## config.mk

```make
export PLATFORM = sky130hd
export DESIGN_NAME = mapped_io_irq
export DESIGN_NICKNAME = d
export VERILOG_FILES = /design/src/rtl/mapped_io_irq.sv
export SDC_FILE = /design/constraint.sdc
export NUM_CORES = 1
export LEC_CHECK = 0
export BUFFER_PORTS_ARGS = -buffer_cell sky130_fd_sc_hd__buf_4
export CAP_MARGIN = 40
export CORE_MARGIN = 2
export CORE_UTILIZATION = 45
export DETAILED_ROUTE_END_ITERATION = 8
export PLACE_DENSITY = 0.72
export SYNTH_ARGS = -nofsm -noshare
export SYNTH_HDL_FRONTEND = slang
export SYNTH_SLANG_ARGS = --single-unit
```

## constraint.sdc

```tcl
create_clock -name clk -period 1.26 [get_ports clk]
set_input_delay 0.252 -clock clk [delete_from_list [all_inputs] [get_ports clk]]
set_output_delay 0.252 -clock clk [all_outputs]
set_load 0.005 [all_outputs]
```

## src/rtl/mapped_io_irq.sv

```systemverilog
// rtl/mapped_io_irq.sv - memory-mapped LED/7-seg/switch/button slave with maskable level interrupt
module mapped_io_irq #(
    parameter logic [15:0] BASE_HI    = 16'hBF80,
    parameter int          SW_W       = 8,
    parameter int          PB_W       = 3,
    parameter int          LED_W      = 8,
    parameter int          DEB_CYCLES = 16
) (
    input  logic              clk,
    input  logic              resetn,
    input  logic [31:0]       addr,
    input  logic [31:0]       datain,
    input  logic              we,
    output logic [31:0]       dataout,
    output logic              irq,
    input  logic [SW_W-1:0]   IO_Switch,
    input  logic [PB_W-1:0]   IO_PB,
    output logic [LED_W-1:0]  IO_LED,
    output logic [7:0]        IO_7SEGEN_N,
    output logic [31:0]       IO_7SEG_DATA
);

    localparam int PW = PB_W + 1;
    localparam int CW = (DEB_CYCLES > 2) ? $clog2(DEB_CYCLES) : 1;
    localparam logic [CW-1:0] CNT_LAST = CW'(DEB_CYCLES - 1);

    localparam logic [7:0] OFF_LED   = 8'h00;
    localparam logic [7:0] OFF_SW    = 8'h04;
    localparam logic [7:0] OFF_PB    = 8'h08;
    localparam logic [7:0] OFF_SEGEN = 8'h0C;
    localparam logic [7:0] OFF_SEGD  = 8'h10;
    localparam logic [7:0] OFF_PEND  = 8'h14;
    localparam logic [7:0] OFF_EN    = 8'h18;

    logic [SW_W-1:0] sw_s1, sw_s2, sw_prev;
    logic [PB_W-1:0] pb_s1, pb_s2, pb_deb, pb_deb_prev;
    logic [CW-1:0]   deb_cnt [PB_W];
    logic [PW-1:0]   pend, en;
    logic [PW-1:0]   pend_set, pend_clr;
    logic [31:0]     rdata;
    logic            sel, wr;
    logic [7:0]      offset;
    logic            unused_addr_bits;

    assign sel    = (addr[31:16] == BASE_HI);
    assign offset = addr[7:0];
    assign wr     = we && sel;
    // Only addr[7:0] selects a register inside the window.
    assign unused_addr_bits = ^addr[15:8];

    // A source fires on a debounced button rising edge or any synced switch change.
    assign pend_set = {(sw_s2 != sw_prev), (pb_deb & ~pb_deb_prev)};
    assign pend_clr = (wr && offset == OFF_PEND) ? datain[PW-1:0] : '0;
    assign irq      = |(pend & en);

    // Two-flop synchronisers for the asynchronous inputs plus the switch snapshot.
    always_ff @(posedge clk or negedge resetn) begin
        if (!resetn) begin
            sw_s1   <= '0;
            sw_s2   <= '0;
            sw_prev <= '0;
            pb_s1   <= '0;
            pb_s2   <= '0;
        end else begin
            sw_s1   <= IO_Switch;
            sw_s2   <= sw_s1;
            sw_prev <= sw_s2;
            pb_s1   <= IO_PB;
            pb_s2   <= pb_s1;
        end
    end

    // Per-button debounce: deb follows synced only after it has differed for DEB_CYCLES cycles.
    always_ff @(posedge clk or negedge resetn) begin
        if (!resetn) begin
            pb_deb      <= '0;
            pb_deb_prev <= '0;
            for (int i = 0; i < PB_W; i++) deb_cnt[i] <= '0;
        end else begin
            pb_deb_prev <= pb_deb;
            for (int i = 0; i < PB_W; i++) begin
                if (pb_s2[i] == pb_deb[i]) begin
                    deb_cnt[i] <= '0;
                end else if (deb_cnt[i] == CNT_LAST) begin
                    pb_deb[i]  <= pb_s2[i];
                    deb_cnt[i] <= '0;
                end else begin
                    deb_cnt[i] <= deb_cnt[i] + 1'b1;
                end
            end
        end
    end

    // Writable registers; a new pending event wins over a same-cycle W1C.
    always_ff @(posedge clk or negedge resetn) begin
        if (!resetn) begin
            IO_LED       <= '0;
            IO_7SEGEN_N  <= '0;
            IO_7SEG_DATA <= '0;
            en           <= '0;
            pend         <= '0;
        end else begin
            pend <= (pend & ~pend_clr) | pend_set;
            if (wr) begin
                case (offset)
                    OFF_LED:   IO_LED       <= datain[LED_W-1:0];
                    OFF_SEGEN: IO_7SEGEN_N  <= datain[7:0];
                    OFF_SEGD:  IO_7SEG_DATA <= datain;
                    OFF_EN:    en           <= datain[PW-1:0];
                    default:   ;
                endcase
            end
        end
    end

    // Read mux, zero-extended; unmapped offsets read 0.
    always_comb begin
        rdata = '0;
        case (offset)
            OFF_LED:   rdata[LED_W-1:0] = IO_LED;
            OFF_SW:    rdata[SW_W-1:0]  = sw_s2;
            OFF_PB:    rdata[PB_W-1:0]  = pb_deb;
            OFF_SEGEN: rdata[7:0]       = IO_7SEGEN_N;
            OFF_SEGD:  rdata            = IO_7SEG_DATA;
            OFF_PEND:  rdata[PW-1:0]    = pend;
            OFF_EN:    rdata[PW-1:0]    = en;
            default:   rdata            = '0;
        endcase
    end

    // Registered read data, one cycle latency.
    always_ff @(posedge clk or negedge resetn) begin
        if (!resetn) dataout <= '0;
        else         dataout <= sel ? rdata : 32'h0;
    end

endmodule
```

==> flow_summary.toml, run 1 <==
[finish]
layout_common_cells = "171 x buf_4, 136 x dfrtp_1, 55 x mux2_4"
fin_nets = 687
drive_gt1_share_pct = 56.5
final_common_cell = "buf_4"
antenna_cells = 0
fillers = 697
syn_to_final_growth_pct = 60.5
fin_util_pct = 74.3

[floorplanning]
io_pins = 159
row_count = 39
floorplan.initialDensity_pct = 46.3
die_h_um = 112
core_area_um2 = 11400
die-area_um2 = 12600
die_width_um = 112

[worst_hold_path]
worstHoldPathType = "in -> reg"

[clocking]
cts.sinks = 136
clk_path_buf_depth = 2
cts_tree = "yes"
root_buffer = "clkbuf_16"
cts_buffers = 17
insertion_delay_ns = 0.41
h-tree-depth = 4
path_clk_slew_ns = 0.06

[timing]
fin_skew_ns = 0.00599
slew_headroom_pct = 70.3
fin_crit_sh_pct = 121
worst_pin_slew_ns = 0.444
hold_violations = 0
slew_viol_final = 0
setup_viol = 92
hold_slack_ns = 0.0689
rsz0062_at_grt = "yes"
setup_slack_ns = -0.270
fmax_mhz = 654
min_period_ns = 1.53

[critical_path]
cp-end-kind = "primary output"
slowest_stage = "dfrtp_1"
cp_slowest_stage_delay_ns = 0.40
path_class = "reg -> out"
path_max_fanout = 2
worstPathCellList = "a22oi_2, nand2_1, buf_4"
cp_num_buf_inv = 1
cp_top_family = "flip-flops"
crit_required_ns = 1.01
cp-start-kind = "register"
crit_arrival_ns = 1.28

[pwr]
switching_share_pct = 22.5
clockPowerShare_pct = 47.6
peakVddDrop_mv = 0.885
p_int_mw = 7.54
combPwrFrac_pct = 6.2
p_per_area_nw_per_um2 = 1150
power.total_mw = 9.73
switching_power_mw = 2.19
p_leak_nw = 4.25
seqPwrFrac_pct = 46.2

[global_routing]
grt_pass1_wl_um = 22200
first_global_vias = 4363
grt_start_max_net_pins = 47
antenna_found_initial = 0
grt_overflow = 0
grt_use_total_pct = 22.9

[logic_synthesis]
syn_avg_cell_area_um2 = 14.6
synth_seq_area_share_pct = 64.4
netlist_top_cells_area = "dfrtp_1 64%, mux2_2 14%, and2_1 3.1%"
synth_cell_types = 48
syn_area_um2 = 5280
synth_top_cell_area_share_pct = 64.4
syn-num-nets = 443
syn_inst = 362
synth-seq-cells = 136
yosysTopAreaCell = "dfrtp_1"
yosysWarningCount = 0

[flow_run]
cap_violations = 0

[detailed_routing]
via_per_inst = 5.26
drcViolationCount = 0
ant_nets = 0
dr_total_vias = 4005
drt_iter0_markers = 193
wl_per_cell_um = 18.7
dr.pass1.iters = 4
wirelength_um = 14300

[status]
status = "finished with violations"
failed_checks = "negative setup slack"

[place]
hpwlAfterDp_um = 9030
place_congestion = 0.915
port_buffers = 150
-- flip-flops by register name, indices dropped and copies added, names as in the netlist, 4 cells and up --
name and count:
en 4, sw_s2 8, pend 4, dataout 32
IO_7SEG_DATA 32, sw_prev 8, IO_LED 8, deb_cnt 12
IO_7SEGEN_N 8, sw_s1 8
-- area by class of cell --
class                           count  area, um2  area share [%]
Timing Repair Buffer              236       2150            25.3
Tap cell                          143        179            2.11
Clock inverter                     14        124            1.46
Inverter                            6       22.5           0.266
Clock buffer                       18        439            5.18
Sequential cell                   136       3400            40.1
Multi-Input combinational cell    209       2160            25.5
-- cell usage after synthesis, drive strengths merged --
cell type  count
clkbuf         3
ha             3
o41ai          4
a311oi         1
a22oi          5
nor3b          3
and3           1
a31oi          1
and4           2
dfrtp        136
or3            1
nand2b         1
nor2           8
nor3           6
a21oi          8
and2          26
xor2           8
o211ai         1
mux2          65
a21o           1
a222oi         3
nor2b          5
mux4           1
nand4b         3
a32oi          1
buf            8
or2            1
nand3         16
nor4           6
nor4b          2
inv            6
o2111a         1
o2bb2ai        3
xnor2          6
mux2i          3
o21ai          5
nand4          1
nand2          7
-- power groups by stage --
stage / registers (mW) / logic [mW] / clock network, mW
after floorplan: 4.56 / 0.173 / 0
after global placement: 4.57 / 0.530 / 0
after detailed placement: 4.57 / 0.546 / 0
after CTS: 4.49 / 0.597 / 4.71
after global routing: 4.50 / 0.657 / 4.94
final: 4.50 / 0.603 / 4.63
-- logic make-up after synthesis --
group	count (synthesis)	synth area share (%)
flops	136	64.4
simple gates	89	11.4
mux	69	14.9
compound gates	34	4.62
buf+inv	17	1.71
xor+xnor	14	2.32
fa+ha+maj	3	0.711
-- routing by layer --
metal	global-route usage [%]	part of all wire (%)	wire, um
met5	0	0	0
met4	7.64	1.7	244
met3	9.13	7.7	1100
met2	37.6	50	7160
met1	27.8	40	5750
-- path summary, 6_finish.rpt --
| path | end | slack (ns) | startpoint | cells past startpoint |
|---|---|---|---|---|
| min in group asynchronous | dataout[14] | 0.22 | resetn | 2 |
| hold reg to reg | sw_s2[1] | 0.35 | sw_s1[1] | 0 |
| setup / recovery | irq | -0.27 | pend[1] | 3 |
| max in group asynchronous | IO_7SEGEN_N[4] | 0.56 | resetn | 3 |
| setup reg to reg | dataout[3] | -0.24 | pend[3] | 4 |
| hold / removal | IO_7SEG_DATA[29] | 0.07 | datain[29] | 2 |
-- metrics by stage --
step | std cells | area (um2) | setup WS [ns] | setup TNS (ns)
final | 762 | 8480 | -0.270 | -11.85
after detailed placement | 693 | 7170 | -0.684 | -49.00
after global routing | 762 | 8480 | -0.338 | -16.15
after floorplan | 362 | 5510 | -0.504 | -30.83
after CTS | 751 | 8340 | -0.246 | -9.62
after global placement | 693 | 7170 | -0.642 | -46.64
-- repair_timing --
action                                  in CTS  in global routing
hold endpoints to repair                   147                  0
endpoints found under the setup margin      91                100
hold buffers                                12                  0
cloned                                       5                  0
gates resized for setup                     67                 19
setup buffers                               11                 12
pin swaps                                   15                 12
(Power assumes the default switching activity.)
==> run 2: changes to the inputs <==
Settings changed: BUFFER_PORTS_ARGS -buffer_cell sky130_fd_sc_hd__buf_4 to unset, CTS_BUF_LIST set to sky130_fd_sc_hd__clkbuf_16, DONT_BUFFER_PORTS set to 1, PLACE_DENSITY 0.72 to 0.63.
Clock period 1.26 ns to 1.4 ns, I/O delays scaled along.
==> run 2 against run 1 <==
  * The flow finishes with violations (negative hold slack, negative setup slack)
  * Combinational power fell by 60%
  * First-iteration DRC count rose by 27%
  * Power decreased by 14%
  * Cell count decreased by 22%
  * Die area did not move
  * Routed wire length fell by 16%
  * Via count is 20% lower
  * Register-to-register slack improved by 0.27 ns
  * Critical path type unchanged
  * Critical endpoint unchanged
  * Largest power group unchanged
==> flow_summary.toml, run 2 (same netlist as run 1, synthesis figures left out) <==
[pwr]
p_per_area_nw_per_um2 = 1220
combPwrFrac_pct = 2.9
switching_power_mw = 1.68
clockPowerShare_pct = 48.9
p_int_mw = 6.71
switching_share_pct = 20.0
peakVddDrop_mv = 1.20
seqPwrFrac_pct = 48.2
p_leak_nw = 3.16

[clocking]
h-tree-depth = 4
cts_tree = "yes"
insertion_delay_ns = 0.41
clk_path_buf_depth = 2
cts_buffers = 17
path_clk_slew_ns = 0.05
root_buffer = "clkbuf_16"
cts.sinks = 136

[flow_run]
cap_violations = 0

[floorplanning]
die_width_um = 112
core_area_um2 = 11400
row_count = 39
io_pins = 159
floorplan.initialDensity_pct = 46.3
die_h_um = 112
die-area_um2 = 12600

[global_routing]
grt_overflow = 0
grt_start_max_net_pins = 137
antenna_found_initial = 0
grt_use_total_pct = 20.0
first_global_vias = 3486
grt_pass1_wl_um = 19000

[critical_path]
r2r_setup_slack_ns = 0.03
timing.rr.start = "pend[3]"
worstPathCellList = "a22oi_2, nand2_1"
crit_arrival_ns = 1.12
cp-start-kind = "register"
crit_required_ns = 1.12
cp_top_family = "flip-flops"
cp_slowest_stage_delay_ns = 0.40
path_max_fanout = 2
cp_num_buf_inv = 0
slowest_stage = "dfrtp_1"
cp-end-kind = "primary output"
path_class = "reg -> out"
startpoint = "pend[3]"

[worst_hold_path]
worstHoldPathType = "in -> async"

[timing]
setup_viol = 1
fin_crit_sh_pct = 100
hold_violations = 136
slew_headroom_pct = 73.9
hold_slack_ns = -0.438
fmax_mhz = 713
min_period_ns = 1.40
fin_skew_ns = 0.00506
rsz0062_at_grt = "yes"
slew_viol_final = 0
worst_pin_slew_ns = 0.391
setup_slack_ns = -0.00182

[finish]
layout_common_cells = "136 x dfrtp_1, 41 x mux2_4, 37 x dlygate4sd3_1"
antenna_cells = 0
largestRegisters = "IO_7SEG_DATA (32), dataout (32), deb_cnt (12)"
stdcell_area_um2 = 6850
fin_nets = 523
drive_gt1_share_pct = 31.0
final_common_cell = "dfrtp_1"
syn_to_final_growth_pct = 29.7

[detailed_routing]
drt_iter0_markers = 246
drcViolationCount = 0
dr_total_vias = 3224
wirelength_um = 12000
ant_nets = 0
via_per_inst = 5.39
wl_per_cell_um = 20.1
dr.pass1.iters = 4

[place]
place_ws_ns = -0.425
hpwlAfterDp_um = 8010
port_buffers = 0
place_congestion = 0.821
placed_cell_area_um2 = 5820

[status]
status = "finished with violations"
failed_checks = "negative hold slack, negative setup slack"
==> run 2: changes by cell type in the layout (fill, tap and decap cells not counted), sizes merged <==
cell / delta
clkinv: +3
clkinvlp: -2
bufinv: +1
buf: -190
inv: -1
dlygate4sd3: +25
==> run 2: worst paths after layout <==
| kind | end | depth (start not counted) |
|---|---|---|
| min in group clk | IO_7SEGEN_N[3] | 1 |
| max reg2reg | dataout[3] | 3 |
| max in group asynchronous | pb_s1[1] | 0 |
| max | irq | 2 |
| min reg2reg | pb_s2[1] | 0 |
| min | sw_s1[1] | 0 |
==> run 2: layer usage <==
metal	vias to the layer above	wire length, um	global-route usage, %
li1	1456	-	-
met5	-	0	0
met4	0	213	8.21
met1	1610	4690	23.9
met2	141	5900	30.9
met3	17	1190	9.94
==> run 2: worst register-to-register path, stage by stage, from the launching register on <==
cell      delay [ns]
dfrtp_1         0.40
buf_4           0.15
mux4_2          0.46
o2111a_1        0.25
==> run 2: power by group through the flow <==
stage	logic (mW)	clock network, mW	registers, mW
after CTS	0.216	4.20	4.05
after global placement	0.149	0	4.11
after global routing	0.269	4.39	4.05
after detailed placement	0.154	0	4.11
after floorplan	0.144	0	4.10
final	0.244	4.10	4.05
==> run 2: final cells by class <==
class,instances,area (um2)
sequential,136,3400
inverter,6,22.5
fill,873,4570
tap,143,179
timing repair buffer,72,692
clock inverter,15,119
multi-input combinational,209,2010
clock buffer,17,425
==> run 2: metrics by stage <==
stage                     total power [mW]  hold slack [ns]  setup TNS [ns]  std cells  util [%]
final                                 8.39           -0.438        -0.00182        598      60.0
after global routing                  8.71           -0.463          -0.359        598      60.0
after CTS                             8.46           -0.452         -0.0211        581      58.2
after detailed placement              4.27          -0.0101          -26.39        522      50.9
after global placement                4.26         -0.00991          -24.43        522      50.9
after floorplan                       4.25          -0.0156          -21.97        362         -
==> run 2: repair_timing <==
item | 4_1_cts | 5_1_grt
setup buffers | 1 | 5
resized for setup | 2 | 10
cloned | 0 | 1
hold buffers | 26 | 11
endpoints found under the hold margin | 162 | 149
pin swaps | 0 | 9
endpoints found under the setup margin | 2 | 42
